[src/rtl/systolic_tile_scheduler_if.sv]
`default_nettype none
// +----------------------------------------------------------------------------+
// | Module   : systolic_tile_scheduler_if                                      |
// | Purpose  : Control bus between the tile scheduler and the FIFO-fed         |
// |            systolic datapath.                                              |
// | Signals  : dp_enb        scheduler -> datapath  run enable                 |
// |            dp_clear      scheduler -> datapath  one-cycle restart          |
// |            dp_base_addr  scheduler -> datapath  current tile base address  |
// |            dp_K          scheduler -> datapath  reduction length           |
// |            dp_stall      datapath -> scheduler  FIFO-empty stall           |
// |            dp_done       datapath -> scheduler  all producers finished     |
// | Revision : 1.0  initial release                                            |
// +----------------------------------------------------------------------------+
interface systolic_tile_scheduler_if #(
  parameter int ADDR_WIDTH = 16
);
  logic                  dp_enb;
  logic                  dp_clear;
  logic [ADDR_WIDTH-1:0] dp_base_addr;
  logic [31:0]           dp_K;
  logic                  dp_stall;
  logic                  dp_done;

  // Scheduler side
  modport master (
    output dp_enb, dp_clear, dp_base_addr, dp_K,
    input  dp_stall, dp_done
  );

  // Datapath side
  modport slave (
    input  dp_enb, dp_clear, dp_base_addr, dp_K,
    output dp_stall, dp_done
  );
endinterface
`default_nettype wire

[src/rtl/systolic_tile_scheduler.sv]
`default_nettype none
// +----------------------------------------------------------------------------+
// | Module   : systolic_tile_scheduler                                         |
// | Purpose  : Sequences one job of N tiles through the systolic datapath:     |
// |            program base address, clear, run until dp_done, then wait out   |
// |            the array skew before the next tile.                            |
// | Ports    : clk, rstn (async active-low)                                    |
// |            start, abort                  job control                       |
// |            cfg_base_addr/K/tile_stride/num_tiles  job configuration        |
// |            dp (master modport)           datapath control bus              |
// |            busy, done, aborted, cfg_err  job status                        |
// |            tile_idx, stall_cycles        progress and stall statistics     |
// | Revision : 1.0  initial release                                            |
// +----------------------------------------------------------------------------+
module systolic_tile_scheduler #(
  parameter int TILE_DIM     = 64,
  parameter int ADDR_WIDTH   = 16,
  parameter int CNT_WIDTH    = 16,
  parameter int DRAIN_CYCLES = 2*TILE_DIM-1
) (
  input  logic                  clk,
  input  logic                  rstn,
  input  logic                  start,
  input  logic                  abort,
  input  logic [ADDR_WIDTH-1:0] cfg_base_addr,
  input  logic [31:0]           cfg_K,
  input  logic [ADDR_WIDTH-1:0] cfg_tile_stride,
  input  logic [CNT_WIDTH-1:0]  cfg_num_tiles,
  systolic_tile_scheduler_if.master dp,
  output logic                  busy,
  output logic                  done,
  output logic                  aborted,
  output logic                  cfg_err,
  output logic [CNT_WIDTH-1:0]  tile_idx,
  output logic [31:0]           stall_cycles
);

  localparam int DRAIN_W = $clog2(DRAIN_CYCLES + 1);

  typedef enum logic [2:0] {
    ST_IDLE   = 3'd0,
    ST_LAUNCH = 3'd1,
    ST_RUN    = 3'd2,
    ST_DRAIN  = 3'd3,
    ST_FINISH = 3'd4
  } state_t;

  state_t                state;
  logic [ADDR_WIDTH-1:0] stride;
  logic [CNT_WIDTH-1:0]  last_idx;   // num_tiles-1, so the last-tile test is a plain compare
  logic [DRAIN_W-1:0]    drain_cnt;
  logic                  first_run;  // set for the first RUN cycle of each tile
  logic                  start_ok;

  assign start_ok = (cfg_num_tiles != '0) && (cfg_K != 32'd0);

  always_ff @(posedge clk or negedge rstn) begin
    if (!rstn) begin
      state           <= ST_IDLE;
      stride          <= '0;
      last_idx        <= '0;
      drain_cnt       <= '0;
      first_run       <= 1'b0;
      dp.dp_enb       <= 1'b0;
      dp.dp_clear     <= 1'b0;
      dp.dp_base_addr <= '0;
      dp.dp_K         <= 32'd0;
      busy            <= 1'b0;
      done            <= 1'b0;
      aborted         <= 1'b0;
      cfg_err         <= 1'b0;
      tile_idx        <= '0;
      stall_cycles    <= 32'd0;
    end else begin
      case (state)
        ST_IDLE: begin
          if (start) begin
            if (start_ok) begin
              dp.dp_K         <= cfg_K;
              stride          <= cfg_tile_stride;
              last_idx        <= cfg_num_tiles - CNT_WIDTH'(1);
              dp.dp_base_addr <= cfg_base_addr;
              tile_idx        <= '0;
              stall_cycles    <= 32'd0;
              aborted         <= 1'b0;
              cfg_err         <= 1'b0;
              busy            <= 1'b1;
              // dp_clear is registered, so raise it on entry to LAUNCH
              dp.dp_clear     <= 1'b1;
              state           <= ST_LAUNCH;
            end else begin
              cfg_err <= 1'b1;
              done    <= 1'b1;
              state   <= ST_FINISH;
            end
          end
        end

        ST_LAUNCH: begin
          dp.dp_clear <= 1'b0;
          if (abort) begin
            dp.dp_enb <= 1'b0;
            aborted   <= 1'b1;
            done      <= 1'b1;
            state     <= ST_FINISH;
          end else begin
            dp.dp_enb <= 1'b1;
            first_run <= 1'b1;
            state     <= ST_RUN;
          end
        end

        ST_RUN: begin
          if (dp.dp_stall && (stall_cycles != 32'hFFFF_FFFF))
            stall_cycles <= stall_cycles + 32'd1;
          first_run <= 1'b0;
          if (abort) begin
            dp.dp_enb <= 1'b0;
            aborted   <= 1'b1;
            done      <= 1'b1;
            state     <= ST_FINISH;
          end else if (dp.dp_done && !first_run) begin
            // dp_done in the first RUN cycle may be left over from the previous tile
            dp.dp_enb <= 1'b0;
            drain_cnt <= DRAIN_W'(DRAIN_CYCLES);
            state     <= ST_DRAIN;
          end
        end

        ST_DRAIN: begin
          if (abort) begin
            aborted <= 1'b1;
            done    <= 1'b1;
            state   <= ST_FINISH;
          end else if (drain_cnt == DRAIN_W'(1)) begin
            if (tile_idx == last_idx) begin
              done  <= 1'b1;
              state <= ST_FINISH;
            end else begin
              tile_idx        <= tile_idx + CNT_WIDTH'(1);
              dp.dp_base_addr <= dp.dp_base_addr + stride;
              dp.dp_clear     <= 1'b1;
              state           <= ST_LAUNCH;
            end
          end else begin
            drain_cnt <= drain_cnt - DRAIN_W'(1);
          end
        end

        ST_FINISH: begin
          done  <= 1'b0;
          busy  <= 1'b0;
          state <= ST_IDLE;
        end

        default: state <= ST_IDLE;
      endcase
    end
  end

endmodule
`default_nettype wire

[src/flat_wrapper.sv]
// flat-port wrapper written by rule: the top's interface ports become plain ports
module systolic_tile_scheduler_flat 
#(
  parameter int TILE_DIM     = 64,
  parameter int ADDR_WIDTH   = 16,
  parameter int CNT_WIDTH    = 16,
  parameter int DRAIN_CYCLES = 2*TILE_DIM-1
)
  (clk, rstn, start, abort, cfg_base_addr, cfg_K, cfg_tile_stride, cfg_num_tiles, busy, done, aborted, cfg_err, tile_idx, stall_cycles, dp_dp_enb, dp_dp_clear, dp_dp_base_addr, dp_dp_K, dp_dp_stall, dp_dp_done);
  systolic_tile_scheduler_if #(.ADDR_WIDTH(ADDR_WIDTH)) dp_i ();
  input  logic clk;
  input  logic rstn;
  input  logic start;
  input  logic abort;
  input  logic [ADDR_WIDTH-1:0] cfg_base_addr;
  input  logic [31:0] cfg_K;
  input  logic [ADDR_WIDTH-1:0] cfg_tile_stride;
  input  logic [CNT_WIDTH-1:0] cfg_num_tiles;
  output logic busy;
  output logic done;
  output logic aborted;
  output logic cfg_err;
  output logic [CNT_WIDTH-1:0] tile_idx;
  output logic [31:0] stall_cycles;
  output wire logic [$bits(dp_i.dp_enb)-1:0] dp_dp_enb;
  output wire logic [$bits(dp_i.dp_clear)-1:0] dp_dp_clear;
  output wire logic [$bits(dp_i.dp_base_addr)-1:0] dp_dp_base_addr;
  output wire logic [$bits(dp_i.dp_K)-1:0] dp_dp_K;
  input wire logic [$bits(dp_i.dp_stall)-1:0] dp_dp_stall;
  input wire logic [$bits(dp_i.dp_done)-1:0] dp_dp_done;
  assign dp_dp_enb = dp_i.dp_enb;
  assign dp_dp_clear = dp_i.dp_clear;
  assign dp_dp_base_addr = dp_i.dp_base_addr;
  assign dp_dp_K = dp_i.dp_K;
  assign dp_i.dp_stall = dp_dp_stall;
  assign dp_i.dp_done = dp_dp_done;
  systolic_tile_scheduler #(.TILE_DIM(TILE_DIM), .ADDR_WIDTH(ADDR_WIDTH), .CNT_WIDTH(CNT_WIDTH), .DRAIN_CYCLES(DRAIN_CYCLES)) u_core (.clk(clk), .rstn(rstn), .start(start), .abort(abort), .cfg_base_addr(cfg_base_addr), .cfg_K(cfg_K), .cfg_tile_stride(cfg_tile_stride), .cfg_num_tiles(cfg_num_tiles), .dp(dp_i), .busy(busy), .done(done), .aborted(aborted), .cfg_err(cfg_err), .tile_idx(tile_idx), .stall_cycles(stall_cycles));
endmodule
[config.mk]
export PLATFORM = sky130hd
export DESIGN_NAME = systolic_tile_scheduler_flat
export DESIGN_NICKNAME = d
export VERILOG_FILES = /design/src/rtl/systolic_tile_scheduler_if.sv /design/src/rtl/systolic_tile_scheduler.sv /design/src/flat_wrapper.sv
export SDC_FILE = /design/constraint.sdc
export NUM_CORES = 1
export LEC_CHECK = 0
export BUFFER_PORTS_ARGS = -buffer_cell sky130_fd_sc_hd__buf_2
export CORE_ASPECT_RATIO = 1.25
export CORE_MARGIN = 3
export CORE_UTILIZATION = 58
export DETAILED_ROUTE_END_ITERATION = 7
export PLACE_DENSITY = 0.95
export SETUP_SLACK_MARGIN = 0.1
export SYNTH_ARGS = -nofsm -noshare
export SYNTH_HDL_FRONTEND = slang
export SYNTH_SLANG_ARGS = --single-unit
[constraint.sdc]
create_clock -name clk -period 5.3 [get_ports clk]
set_clock_uncertainty 0.05 [all_clocks]
set_input_delay 0.53 -clock clk [delete_from_list [all_inputs] [get_ports clk]]
set_output_delay 0.53 -clock clk [all_outputs]
set_load 0.03 [all_outputs]
==> impl_metrics.toml <==
[sta]
hold_viol = 0
slew_violations = 0
min_period_ns = 2.930
worstMarginPinSlew_ns = 0.9329
setup_viol = 0
max-slew-margin-rel = 0.3781
fin_tns_setup_ns = 0
fin_crit_sh = 0.5529
rsz0062_at_grt = "no"
fmax_mhz = 341.3

[flow_run]
timing.max_cap.violations = 0

[place]
gp_congestion = 0.9493
port_buffers = 187
dpl_cell_area_mm2 = 0.008811
placedCellCount = 1212
hpwlAfterDp_um = 14620

[global_routing]
grt_max_degree = 105
busiest_layer = "met2"
overflow = 0
grt_usage = 0.2990
grt_pass1_vias = 7318
antenna_found_initial = 0
met2_usage = 0.5068
grt_pass1_wl_um = 34960
gr-usage-met3 = 0.07248
met1_usage = 0.3571

[clocking]
cts.repair.resized = 0
postCtsHoldBufs = 0
path_clk_slew_ns = 0.06
clockRootBuffer = "clkbuf_16"
cts_setup_buffers = 0
clock_path_buffers = 2
cts-htree-levels = 4
clock_sinks = 145
numCtsBuffers = 17
insertion_delay_ns = 0.43
cts_tree = "built"

[finish]
drive_gt1_frac = 0.2277
area_growth_pct = 21.32
multi_input_area_mm2 = 0.003933
layout.area.seq_mm2 = 0.003628
fin_area_mm2 = 0.009448
final_core_util = 0.7328
antennaDiodeCount = 0
stdcell_count = 1244
fin_nets = 1170
n_fill_cell = 935

[synth]
synth_ff_type = "dfrtp_1"
avgSynthCellArea_um2 = 8.721
synth_top_area_share = 0.4659
ys_top_cells_by_area = "dfrtp_1, nand2_1, o21ai_0, nor2_1, xnor2_1"
synth_cell_types = 64
synth_edf_count = 0
synth_warnings = 0
syn_inst = 893
yosysTopAreaCell = "dfrtp_1"
ys_seq_elements = 145
ys_seq_area_frac = 0.4659
async_reset_ff_frac = 1.000
syn_area_mm2 = 0.007787
synthesis.nets = 1000

[critical_path]
critPathKind = "flip-flop to flip-flop"
r2r-start = "u_core.tile_idx[6]"
worstPathArrival_ns = 3.18
crit_required_ns = 5.55
cp-end-kind = "flip-flop"
critPathLaunchType = "flip-flop"
worstPathMaxFanout = 47
critPathLaunch = "u_core.tile_idx[6]"

[route]
drc_errors = 0
wl_per_cell_um = 17.10
drtAntennaViolNets = 0
via_count = 7330
drt_pass1_iterations = 6
drt-initial-drc-count = 601
vias_per_cell = 5.892
drt-total-wl_um = 21270

[power]
p_leak_nw = 4.595
peakVddDrop_v = 0.0003123
power.density_cell_area_mw_per_mm2 = 577.2
total_power_mw = 5.453

[floorplan]
die_w_um = 109.6
fp.dieH_um = 135.6
rows = 46
core_area_mm2 = 0.01289
die_area_mm2 = 0.01486
io_pins = 188
start_util = 0.6040

[worst_hold_path]
hold_class = "input port to async pin"

[run_status]
status = "finished, final reports clean"
placed cells by master, fill, tap and decap left out, types with 6 or more instances in the layout:
| cell | netlist | routed |
|---|---|---|
| o31ai_1 | 6 | 6 |
| ha_1 | 20 | 20 |
| mux2i_1 | 7 | 7 |
| xor2_1 | 31 | 31 |
| nor2_1 | 82 | 82 |
| a31oi_1 | 10 | 9 |
| and3_1 | 11 | 10 |
| dfrtp_1 | 145 | 145 |
| nor3_1 | 17 | 17 |
| xnor2_1 | 34 | 34 |
| buf_2 | 11 | 186 |
| nor4_1 | 11 | 11 |
| a21oi_1 | 27 | 27 |
| nand3_1 | 29 | 28 |
| inv_1 | 11 | 11 |
| buf_4 | 3 | 7 |
| nand4_1 | 27 | 27 |
| clkbuf_16 | 0 | 17 |
| o21ai_0 | 70 | 70 |
| nand2b_1 | 7 | 7 |
| nand2_1 | 219 | 219 |
| a211oi_1 | 6 | 6 |
area by class of cell:
| class | count | share of cell area |
|---|---|---|
| clock inverters | 10 | 0.01934 |
| repair buffers | 194 | 0.1053 |
| flip-flops and latches | 145 | 0.3841 |
| multi-input cells | 693 | 0.4162 |
| clock buffers | 22 | 0.04807 |
| inverters | 12 | 0.004768 |
| well taps | 168 | 0.02225 |
where the power goes:
group | internal, mW | switching [mW]
logic | 0.801 | 1.55
clock network | 0.846 | 0.471
registers | 1.48 | 0.309
metal layers:
metal | vias up | wire length (um)
met4 | 0 | 654
li1 | 3437 | -
met1 | 3440 | 8081
met5 | - | 0
met3 | 60 | 2003
met2 | 393 | 10530
Yosys cell counts (3+ instances only):
master,count
o211ai_1,5
nand4_1,27
ha_1,20
nor2_1,82
o41ai_1,3
buf_2,11
dfrtp_1,145
a211oi_1,6
nand3_1,29
a21oi_1,27
xnor2_1,34
and2_1,3
or4_1,3
o21ai_0,70
clkbuf_1,27
nor3b_1,3
nor3_1,17
nand2_1,219
mux2i_1,7
or2_2,4
inv_1,11
o21ai_1,5
a31oi_1,10
o31ai_1,6
a21o_1,4
nor4_1,11
and4_1,4
and3_1,11
buf_4,3
xor2_1,31
o21bai_1,3
nand2b_1,7
critical path: stages (launching register included):
cell and delay (ns):
dfrtp_1 0.55, xnor2_1 0.16, nand4_1 0.12, nor4_1 0.61
or2_1 0.36, o2bb2ai_2 0.13, buf_4 0.40, or2_4 0.30
o41ai_1 0.11
logic make-up after synthesis:
kind of cell | Yosys count | share of synthesized area
AOI/OAI and AO/OA | 162 | 0.1277
and+or+nand+nor | 436 | 0.2559
muxes | 9 | 0.01189
buffers and inverters | 55 | 0.03069
adders and majority gates | 21 | 0.03470
xor gates and xnor gates | 65 | 0.07310
DFF | 145 | 0.4659
metrics by stage:
step,hold WS (ns),worst slack [ns]
2_1_floorplan,0.1844,2.677
5_1_grt,0.2401,2.257
4_1_cts,0.1980,2.427
3_5_place_dp,0.4065,2.073
6_report,0.1369,2.370
3_3_place_gp,0.4048,2.167
path summary, 6_finish.rpt:
path,to,slack [ns],cells past startpoint
worst max-delay path,u_core.tile_idx[9],2.37,8
worst min-delay path,u_core.stride[0],0.14,1
worst max register to register,u_core.tile_idx[9],2.37,8
worst min register to register,u_core.dp.dp_K[1],0.42,2
max in group asynchronous,u_core.aborted,3.91,2
min in group clk,u_core.stride[11],0.25,3
flip-flops by register name (all words and copies together), names as in the netlist:
name                    cells
u_core.dp.dp_clear          1
u_core.first_run            1
u_core.stall_cycles        32
u_core.busy                 1
u_core.last_idx            16
u_core.dp.dp_K             32
u_core.tile_idx            16
u_core.aborted              1
u_core.state                3
u_core.dp.dp_enb            1
u_core.cfg_err              1
u_core.drain_cnt            7
u_core.stride              16
u_core.dp.dp_base_addr     16
u_core.done                 1
Note: power is estimated with default switching activity, not from simulation.
